**config.mk**
```make
export PLATFORM = sky130hd
export DESIGN_NAME = mmio_uart_tx
export DESIGN_NICKNAME = d
export VERILOG_FILES = /design/src/rtl/mmio_uart_pkg.sv /design/src/rtl/mmio_uart_tx_byte_fifo.sv /design/src/rtl/mmio_uart_tx.sv
export SDC_FILE = /design/constraint.sdc
export NUM_CORES = 1
export LEC_CHECK = 0
export ABC_AREA = 1
export CAP_MARGIN = 20
export CORE_MARGIN = 2
export CORE_UTILIZATION = 50
export CTS_CLUSTER_DIAMETER = 60
export DETAILED_ROUTE_END_ITERATION = 8
export GPL_ROUTABILITY_DRIVEN = 0
export HOLD_SLACK_MARGIN = 0.15
export PLACE_DENSITY = 0.8
export SETUP_SLACK_MARGIN = 0.15
export SLEW_MARGIN = 0
export SYNTH_ARGS = -nofsm -noshare
export SYNTH_HDL_FRONTEND = slang
export SYNTH_SLANG_ARGS = --single-unit
```
**constraint.sdc**
```tcl
create_clock -name clock -period 3.4 [get_ports clock]
set_clock_uncertainty 0.15 [all_clocks]
set_input_delay 0.34 -clock clock [delete_from_list [all_inputs] [get_ports clock]]
set_output_delay 0.34 -clock clock [all_outputs]
set_load 0.01 [all_outputs]
```
**src/rtl/mmio_uart_pkg.sv**
```systemverilog
// Shared constants and types for the memory-mapped UART transmitter.
// Register offsets are word indices taken from bus_address[3:2].
package mmio_uart_pkg;

    localparam logic [1:0] REG_TXDATA = 2'd0;
    localparam logic [1:0] REG_STATUS = 2'd1;
    localparam logic [1:0] REG_CTRL   = 2'd2;

    localparam int STAT_FULL      = 0;
    localparam int STAT_EMPTY     = 1;
    localparam int STAT_BUSY      = 2;
    localparam int STAT_OVERFLOW  = 3;
    localparam int STAT_COUNT_LSB = 4;
    localparam int STAT_COUNT_W   = 5;

    typedef enum logic [1:0] {
        ST_IDLE  = 2'd0,
        ST_START = 2'd1,
        ST_DATA  = 2'd2,
        ST_STOP  = 2'd3
    } tx_state_t;

endpackage

```
**src/rtl/mmio_uart_tx_byte_fifo.sv**
```systemverilog
// Synchronous 8-bit FIFO with power-of-two depth; pushes while full and pops while
// empty are ignored, and the head entry is visible combinationally on pop_data.
module byte_fifo #(
    parameter int DEPTH = 8
) (
    input  logic                       clock,
    input  logic                       reset,
    input  logic                       push,
    input  logic [7:0]                 push_data,
    input  logic                       pop,
    output logic [7:0]                 pop_data,
    output logic                       full,
    output logic                       empty,
    output logic [$clog2(DEPTH):0]     count
);

    localparam int AW = $clog2(DEPTH);

    logic [7:0]    mem [DEPTH];
    logic [AW-1:0] wr_ptr;
    logic [AW-1:0] rd_ptr;
    logic          do_push;
    logic          do_pop;

    assign full     = (count == (AW+1)'(DEPTH));
    assign empty    = (count == '0);
    assign do_push  = push && !full;
    assign do_pop   = pop && !empty;
    assign pop_data = mem[rd_ptr];

    always_ff @(posedge clock) begin
        if (do_push) begin
            mem[wr_ptr] <= push_data;
        end
    end

    // Pointers wrap naturally; the count is one bit wider so full and empty differ.
    always_ff @(posedge clock or posedge reset) begin
        if (reset) begin
            wr_ptr <= '0;
            rd_ptr <= '0;
            count  <= '0;
        end else begin
            if (do_push) begin
                wr_ptr <= wr_ptr + 1'b1;
            end
            if (do_pop) begin
                rd_ptr <= rd_ptr + 1'b1;
            end
            if (do_push && !do_pop) begin
                count <= count + 1'b1;
            end else if (do_pop && !do_push) begin
                count <= count - 1'b1;
            end
        end
    end

endmodule

```
**src/rtl/mmio_uart_tx.sv**
```systemverilog
// Memory-mapped 8N1 UART transmitter: zero-wait bus decode, CTRL/overflow
// registers, a TX FIFO and the baud-timed serialiser FSM.
module mmio_uart_tx #(
    parameter logic [31:0] BASE_ADDR    = 32'hF000_0000,
    parameter int          CLKS_PER_BIT = 4,
    parameter int          FIFO_DEPTH   = 8
) (
    input  logic        clock,
    input  logic        reset,
    input  logic [31:0] bus_address,
    input  logic [31:0] bus_write_data,
    input  logic [3:0]  bus_byte_enable,
    input  logic        bus_read_enable,
    input  logic        bus_write_enable,
    output logic [31:0] bus_read_data,
    output logic        bus_hit,
    output logic        tx,
    output logic        tx_busy
);

    import mmio_uart_pkg::*;

    localparam int CW = $clog2(FIFO_DEPTH) + 1;
    localparam int BW = (CLKS_PER_BIT > 2) ? $clog2(CLKS_PER_BIT) : 1;
    localparam logic [BW-1:0] BAUD_RELOAD = BW'(CLKS_PER_BIT - 1);

    logic [1:0]    reg_sel;
    logic          wr_txdata;
    logic          wr_status;
    logic          wr_ctrl;
    logic          enable;
    logic          overflow;
    logic          fifo_pop;
    logic [7:0]    fifo_data;
    logic          fifo_full;
    logic          fifo_empty;
    logic [CW-1:0] fifo_count;
    logic [31:0]   status_word;

    tx_state_t     state;
    logic [BW-1:0] baud_cnt;
    logic [2:0]    bit_cnt;
    logic [7:0]    shifter;

    logic          unused_bits;
    assign unused_bits = ^{bus_address[1:0], bus_write_data[31:8], bus_byte_enable[3:1]};

    assign bus_hit   = (bus_address[31:4] == BASE_ADDR[31:4]);
    assign reg_sel   = bus_address[3:2];
    assign wr_txdata = bus_hit && bus_write_enable && bus_byte_enable[0] && (reg_sel == REG_TXDATA);
    assign wr_status = bus_hit && bus_write_enable && bus_byte_enable[0] && (reg_sel == REG_STATUS);
    assign wr_ctrl   = bus_hit && bus_write_enable && bus_byte_enable[0] && (reg_sel == REG_CTRL);
    assign fifo_pop  = (state == ST_IDLE) && enable && !fifo_empty;
    assign tx_busy   = (state != ST_IDLE);

    byte_fifo #(
        .DEPTH(FIFO_DEPTH)
    ) u_fifo (
        .clock     (clock),
        .reset     (reset),
        .push      (wr_txdata),
        .push_data (bus_write_data[7:0]),
        .pop       (fifo_pop),
        .pop_data  (fifo_data),
        .full      (fifo_full),
        .empty     (fifo_empty),
        .count     (fifo_count)
    );

    // Full is judged before the edge, so a same-cycle pop never rescues a dropped byte.
    always_ff @(posedge clock or posedge reset) begin
        if (reset) begin
            overflow <= 1'b0;
            enable   <= 1'b1;
        end else begin
            if (wr_txdata && fifo_full) begin
                overflow <= 1'b1;
            end else if (wr_status && bus_write_data[STAT_OVERFLOW]) begin
                overflow <= 1'b0;
            end
            if (wr_ctrl) begin
                enable <= bus_write_data[0];
            end
        end
    end

    always_comb begin
        status_word = '0;
        status_word[STAT_FULL]     = fifo_full;
        status_word[STAT_EMPTY]    = fifo_empty;
        status_word[STAT_BUSY]     = tx_busy;
        status_word[STAT_OVERFLOW] = overflow;
        status_word[STAT_COUNT_LSB +: STAT_COUNT_W] = STAT_COUNT_W'(fifo_count);
    end

    always_comb begin
        bus_read_data = '0;
        if (bus_hit && bus_read_enable) begin
            case (reg_sel)
                REG_STATUS: bus_read_data = status_word;
                REG_CTRL:   bus_read_data = {31'd0, enable};
                default:    bus_read_data = '0;
            endcase
        end
    end

    // Each non-idle state and each data bit lasts CLKS_PER_BIT cycles of baud_cnt.
    always_ff @(posedge clock or posedge reset) begin
        if (reset) begin
            state    <= ST_IDLE;
            baud_cnt <= '0;
            bit_cnt  <= '0;
            shifter  <= '0;
        end else begin
            case (state)
                ST_IDLE: begin
                    if (fifo_pop) begin
                        shifter  <= fifo_data;
                        baud_cnt <= BAUD_RELOAD;
                        state    <= ST_START;
                    end
                end
                ST_START: begin
                    if (baud_cnt == '0) begin
                        baud_cnt <= BAUD_RELOAD;
                        bit_cnt  <= '0;
                        state    <= ST_DATA;
                    end else begin
                        baud_cnt <= baud_cnt - 1'b1;
                    end
                end
                ST_DATA: begin
                    if (baud_cnt == '0) begin
                        baud_cnt <= BAUD_RELOAD;
                        shifter  <= {1'b1, shifter[7:1]};
                        bit_cnt  <= bit_cnt + 3'd1;
                        if (bit_cnt == 3'd7) begin
                            state <= ST_STOP;
                        end
                    end else begin
                        baud_cnt <= baud_cnt - 1'b1;
                    end
                end
                ST_STOP: begin
                    if (baud_cnt == '0) begin
                        state <= ST_IDLE;
                    end else begin
                        baud_cnt <= baud_cnt - 1'b1;
                    end
                end
                default: state <= ST_IDLE;
            endcase
        end
    end

    always_comb begin
        case (state)
            ST_START: tx = 1'b0;
            ST_DATA:  tx = shifter[0];
            default:  tx = 1'b1;
        endcase
    end

endmodule

```
==> results of run 1 <==
per-layer routing:
metal | vias to the layer above | global-route usage [%]
met4 | 0 | 8.957
met3 | 17 | 5.552
met5 | - | 0
li1 | 1681 | -
met2 | 172 | 34.30
met1 | 1556 | 24.32
path summary, 6_finish.rpt:
kind,startpoint,endpoint,cells past startpoint
worst max register to register,state[0],u_fifo.count[3],12
max in group asynchronous,reset,enable,3
worst min register to register,shifter[4],shifter[4],2
worst max-delay path,bus_address[30],bus_read_data[5],10
worst min-delay path,reset,baud_cnt[1],2
min in group clock,shifter[4],shifter[4],2
cell usage in the layout, fill, tap and decap left out, drive strengths merged:
cell	netlist	routed
buf	32	11
xor2	4	4
dfstp	1	1
o22ai	14	14
xnor2	2	2
inv	38	42
a211oi	1	1
dfrtp	26	26
nand2	105	105
nor3	9	9
o21ai	43	43
clkinv	1	3
a21oi	4	4
a22o	1	1
ha	16	16
nand3	22	22
clkdlybuf4s50	0	53
conb	1	24
a31oi	1	1
nand4	3	3
fa	1	1
edfxtp	64	64
clkinvlp	0	1
nor2	89	89
clkbuf	5	9
critical path: stages:
cell and delay, ps:
clkdlybuf4s50_1 480, nand2_1 70, inv_1 60, nand2_1 50, nor2_1 70, nand2_1 90
nor2_4 170, nand3_1 230, nor2_1 180, clkdlybuf4s50_1 570
area by class of cell:
cell class | count | area, sq um | share of cell area (%)
Clock buffer | 9 | 123.9 | 2.315
Clock inverter | 7 | 60.06 | 1.122
Multi-Input combinational cell | 339 | 1654 | 30.91
Tap cell | 108 | 135.1 | 2.525
Timing Repair Buffer | 64 | 633.1 | 11.83
Inverter | 39 | 146.4 | 2.736
Sequential cell | 91 | 2599 | 48.56
state kept, by name (all words and copies together), names as in the netlist:
register       count
baud_cnt           2
bit_cnt            3
enable             1
overflow           1
shifter            8
state              2
u_fifo.count       4
u_fifo.mem        64
u_fifo.rd_ptr      3
u_fifo.wr_ptr      3
logic make-up (layout without fill, tap and decap cells):
kind of cell / Yosys count / count (layout)
buffers and inverters: 76 / 119
xor gates and xnor gates: 6 / 6
DFF: 91 / 91
and+or+nand+nor: 228 / 228
other: 1 / 24
AOI/OAI and AO/OA: 64 / 64
adders and majority gates: 17 / 17
stage by stage:
stage,hold slack [ps],cells,cell area (sq um),util [%]
after global routing,219.2,657,5351,60.77
after detailed placement,319.7,640,5140,58.37
after floorplan,242.0,506,4652,-
after global placement,312.6,640,5140,58.37
after CTS,342.6,656,5324,60.46
final,166.7,657,5351,60.77
power breakdown:
| part | switching [uW] | internal (uW) |
|---|---|---|
| registers | 0.00555 | 1190 |
| clock network | 404 | 279 |
| logic | 48.0 | 52.8 |
| total | 452 | 1520 |
==> reports/results.txt, run 1 <==
DIE WIDTH - 99.56 um
Sink Count - 91
Initial antenna violation count - 0
First-pass GRT wire length - 15700 um
Io pins - 107
Total number of vias - 3426
Worst VDD drop - 0.2611 mV
Setup CP Type - in -> out
Worst Tran Pin Value - 662.3 ps
Reg2reg setup slack - 890 ps
Initial Utilization - 51.85%
Max layer used - met4
Required time worst endpoint - 2910 ps
Syn avg cell area - 9.453 sq um
Total wire length - 9224 um
Final hold vios - 0
Hold_buf cts - 0
Setup crit end kind - primary output
Clock transition at the registers of the reported paths - 90 ps
Total power - 1971 uW
EDFF count, synth - 64
Final Setup Violations - 0
Synth Flop Type - edfxtp_1
Max-cap violations - 0
Routed Antenna Nets - 0
Compound-gate portion of the synthesized area - 7.564%
Setup Buffers After CTS - 0
Dominant cell by count in the synthesized netlist - nand2_1
Post-Syn Area - 4566 sq um
RSZ-0062 raised after global routing - false
Initial drt markers - 227
Max Freq - 358.0 MHz
Min cycle time layout - 2793 ps
Worst-Skew Late Latency - 360 ps
Synth cell types - 34
Seq/Total Area, Yosys - 56.92%
Post-Syn Instances - 483
GRT Total Usage - 20.28%
Post-DR wirelength/cell - 14.04 um
CP startpoint kind - input pin
Synth Area in XOR/XNOR - 1.151%
Final worst slack - 606.8 ps
Slew headroom - 55.85%
Status - complete, no violations
Worst-path fanout max - 7
Post-Place Worst Slack - 471.6 ps
Period utilization - 82.15%
CTS tree - yes
Post-Synth Adder-Cell Area - 4.823%
Post-synth top area share - 42.09%
Mux share of post-synthesis cell area - 0%
First drt pass iteration count - 5
Wire length on met2 - 4635 um
Max Root-Sink Buffers - 2
Fillers - 717
Die area - 9911 sq um
Setup TNS - 0 ps
Layout area overhead - 17.21%
# resized after CTS - 0
Via/cell ratio - 5.215
Dpl hpwl - 6393 um
Largest net degree at the start of global routing - 35
WP data arrival - 2300 ps
Clock buffer count from CTS - 9
Htree depth - 3
Synthesis-stage register bit count - 91
Pleak - 0.002187 uW
PD cells - 368.4 nW/um^2
Met3 wire len - 872 um
Vias in the first global route - 3474
Core area - 8806 sq um
Post-Synth Simple-Gate Area - 20.72%
Drc violations - 0
Hold Path Class - in -> async
Total gr overflow - 0
NumNets Final - 633
Ranking of synthesized cells by area - edfxtp_1 42%, dfrtp_1 14%, nand2_1 8.3%
Post-synth top area cell - edfxtp_1
Share of cells above drive strength 1 - 7.468%
Final slew viol count - 0
Async SR Flop Fraction - 29.67%
Largest family of logic cells by synthesized area - simple AND/OR/NAND/NOR gates
Ant diodes - 0
Most instantiated cells after synthesis - 101 x nand2_1, 84 x nor2_1, 64 x edfxtp_1, 37 x o21ai_0, 35 x inv_1
Syn. warnings - 0
Port-buffer cells - 53
Metal-1 WL - 3523 um
# rows - 34
Die H - 99.56 um
Root buffer cell - clkbuf_8
No activity file was read; power rests on OpenSTA's default activity.
==> run 2: changes to the inputs <==
clock period = 2.7 ns   (was 3.4 ns; I/O delays follow)
==> reports/results.txt, run 2 (synthesized netlist as in run 1, its figures left out) <==
Status - complete, no violations
Htree depth - 3 (unchanged)
PD cells - 469.6 nW/um^2 (+27%)
Clock transition at the registers of the reported paths - 90 ps (about the same)
Total number of vias - 3492 (+1.9%)
Share of cells above drive strength 1 - 9.730% (+2.3 points)
Sink Count - 91 (unchanged)
Sequential power share - 58.7% (-1.5 points)
Fillers - 692 (-3.5%)
Int Pwr - 1995 uW (+31%)
Largest net degree at the start of global routing - 34 (-2.9%)
Dpl hpwl - 6344 um (-0.76%)
Worst VDD drop - 0.3190 mV (+22%)
Final slew viol count - 0 (unchanged)
Clock share of power - 36.4% (+1.7 points)
Initial drt markers - 335 (+48%)
Setup CP Type - reg -> out
Min cycle time layout - 2344 ps
Max FFs per register - 64 (unchanged)
Io pins - 107 (unchanged)
First-pass GRT wire length - 15850 um (+0.97%)
Drc violations - 0 (unchanged)
Total wire length - 9350 um (+1.4%)
CP startpoint kind - register
Via/cell ratio - 5.267 (+1.0%)
Commonest cells after routing, fill and taps aside - 100 x nand2_1, 83 x nor2_1, 64 x edfxtp_1
Post-DR wirelength/cell - 14.10 um (+0.45%)
Setup TNS - 0 ps (unchanged)
Hold Path Stages - 2
Final Setup Violations - 0 (unchanged)
WP data arrival - 1920 ps (-380 ps)
WHS - 339.3 ps (+172.6 ps)
Net Sw Power - 550.6 uW (+22%)
Setup crit end kind - primary output
Biggest regs - u_fifo.mem (64), shifter (8), u_fifo.count (4)
# rows - 34 (unchanged)
Storage element area - 2599 sq um (unchanged)
Vias in the first global route - 3495 (+0.60%)
Clock buffer count from CTS - 9 (unchanged)
Pleak - 0.002274 uW (+4.0%)
Port-buffer cells - 53 (unchanged)
Largest Register - u_fifo.mem
Die area - 9911 sq um (unchanged)
RSZ-0062 raised after global routing - true
Max-cap violations - 0 (unchanged)
Max Root-Sink Buffers - 2 (unchanged)
Multi-input logic area - 1687 sq um (+2.0%)
Routed Antenna Nets - 0 (unchanged)
Final hold vios - 0 (unchanged)
Die H - 99.56 um (unchanged)
Max Freq - 426.7 MHz
Sw Share - 21.63% (-1.3 points)
Initial Utilization - 51.85% (unchanged)
Layout area overhead - 18.74%
Slew headroom - 63.50% (+7.7 points)
DIE WIDTH - 99.56 um (unchanged)
Worst-path fanout max - 8 (+1)
Root buffer cell - clkbuf_8
Commonest non-fill, non-tap cell in the layout - nand2_1
Ant diodes - 0 (unchanged)
Period utilization - 86.81%
GRT Total Usage - 20.16% (-0.12 points)
Combinational group share of total power - 4.9% (-0.2 points)
Worst Tran Pin Value - 546.6 ps (-115.7 ps)
NumNets Final - 639 (+0.95%)
Initial antenna violation count - 0 (unchanged)
CTS tree - yes
Total gr overflow - 0 (unchanged)
Hold Path Class - reg -> reg
Worst reg-to-reg path cell count - 14 (+2)
Worst-Skew Late Latency - 360 ps (about the same)
Required time worst endpoint - 2280 ps (-630 ps)
First drt pass iteration count - 5 (unchanged)
Core area - 8806 sq um (unchanged)
run 2: cell count changes in the layout (fill, tap and decap cells not counted), moves of 2 or more:
cell             delta
buf_4               +6
clkdlybuf4s50_1     -8
dlygate4sd2_1       +7
ha_1                -3
ha_2                +2
run 2: what timing repair did:
item,CTS,global route
hold endpoints to repair,26,0
hold buffers,1,0
buffers inserted,0,0
setup endpoints to repair,8,3
gates resized for setup,9,7
run 2: critical path, cell delays in order, from the launching register on:
cell and delay [ps]:
dfrtp_1 410, inv_1 100, ha_2 240, nor2_1 150
inv_1 60, nand2_1 70, clkdlybuf4s50_1 530
run 2: stage by stage:
stage	worst slack [ps]	area (sq um)	utilization [%]	total power (uW)	instances
final	356.2	5421	61.57	2546	663
after global routing	155.8	5421	61.57	2629	663
after CTS	46.46	5394	61.25	2547	663
after detailed placement	-144.2	5185	58.88	1649	646
after global placement	-3.424	5185	58.88	1645	646
after floorplan	311.3	4652	-	1591	506
run 2: per-layer routing:
layer	global-route usage [%]	up-vias	share of wire, %
li1	-	1687	-
met1	25.55	1602	40
met2	34.62	180	49
met3	3.795	23	8.6
met4	7.376	0	1.9
met5	0	-	0
run 2: power groups by stage:
stage	logic, uW	registers, uW	clock network, uW
after floorplan	65.3	1530	0
final	125	1490	926
after global routing	139	1490	994
after CTS	125	1490	927
after detailed placement	124	1530	0
after global placement	120	1530	0
run 2: area by class of cell:
class	count	area share (%)
clock buffers	9	2.285
repair buffers	70	12.07
flip-flops and latches	91	47.93
inverters	39	2.700
clock inverters	7	1.408
multi-input cells	339	31.11
well taps	108	2.493
run 2: path summary, 6_finish.rpt:
| path | to | slack [ps] | start |
|---|---|---|---|
| hold reg to reg | baud_cnt[1] | 340 | baud_cnt[1] |
| setup / recovery | tx | 360 | state[0] |
| min in group asynchronous | baud_cnt[1] | 670 | reset |
| hold / removal | baud_cnt[1] | 340 | baud_cnt[1] |
| setup reg to reg | u_fifo.count[3] | 390 | u_fifo.count[1] |
| max in group asynchronous | enable | 1410 | reset |
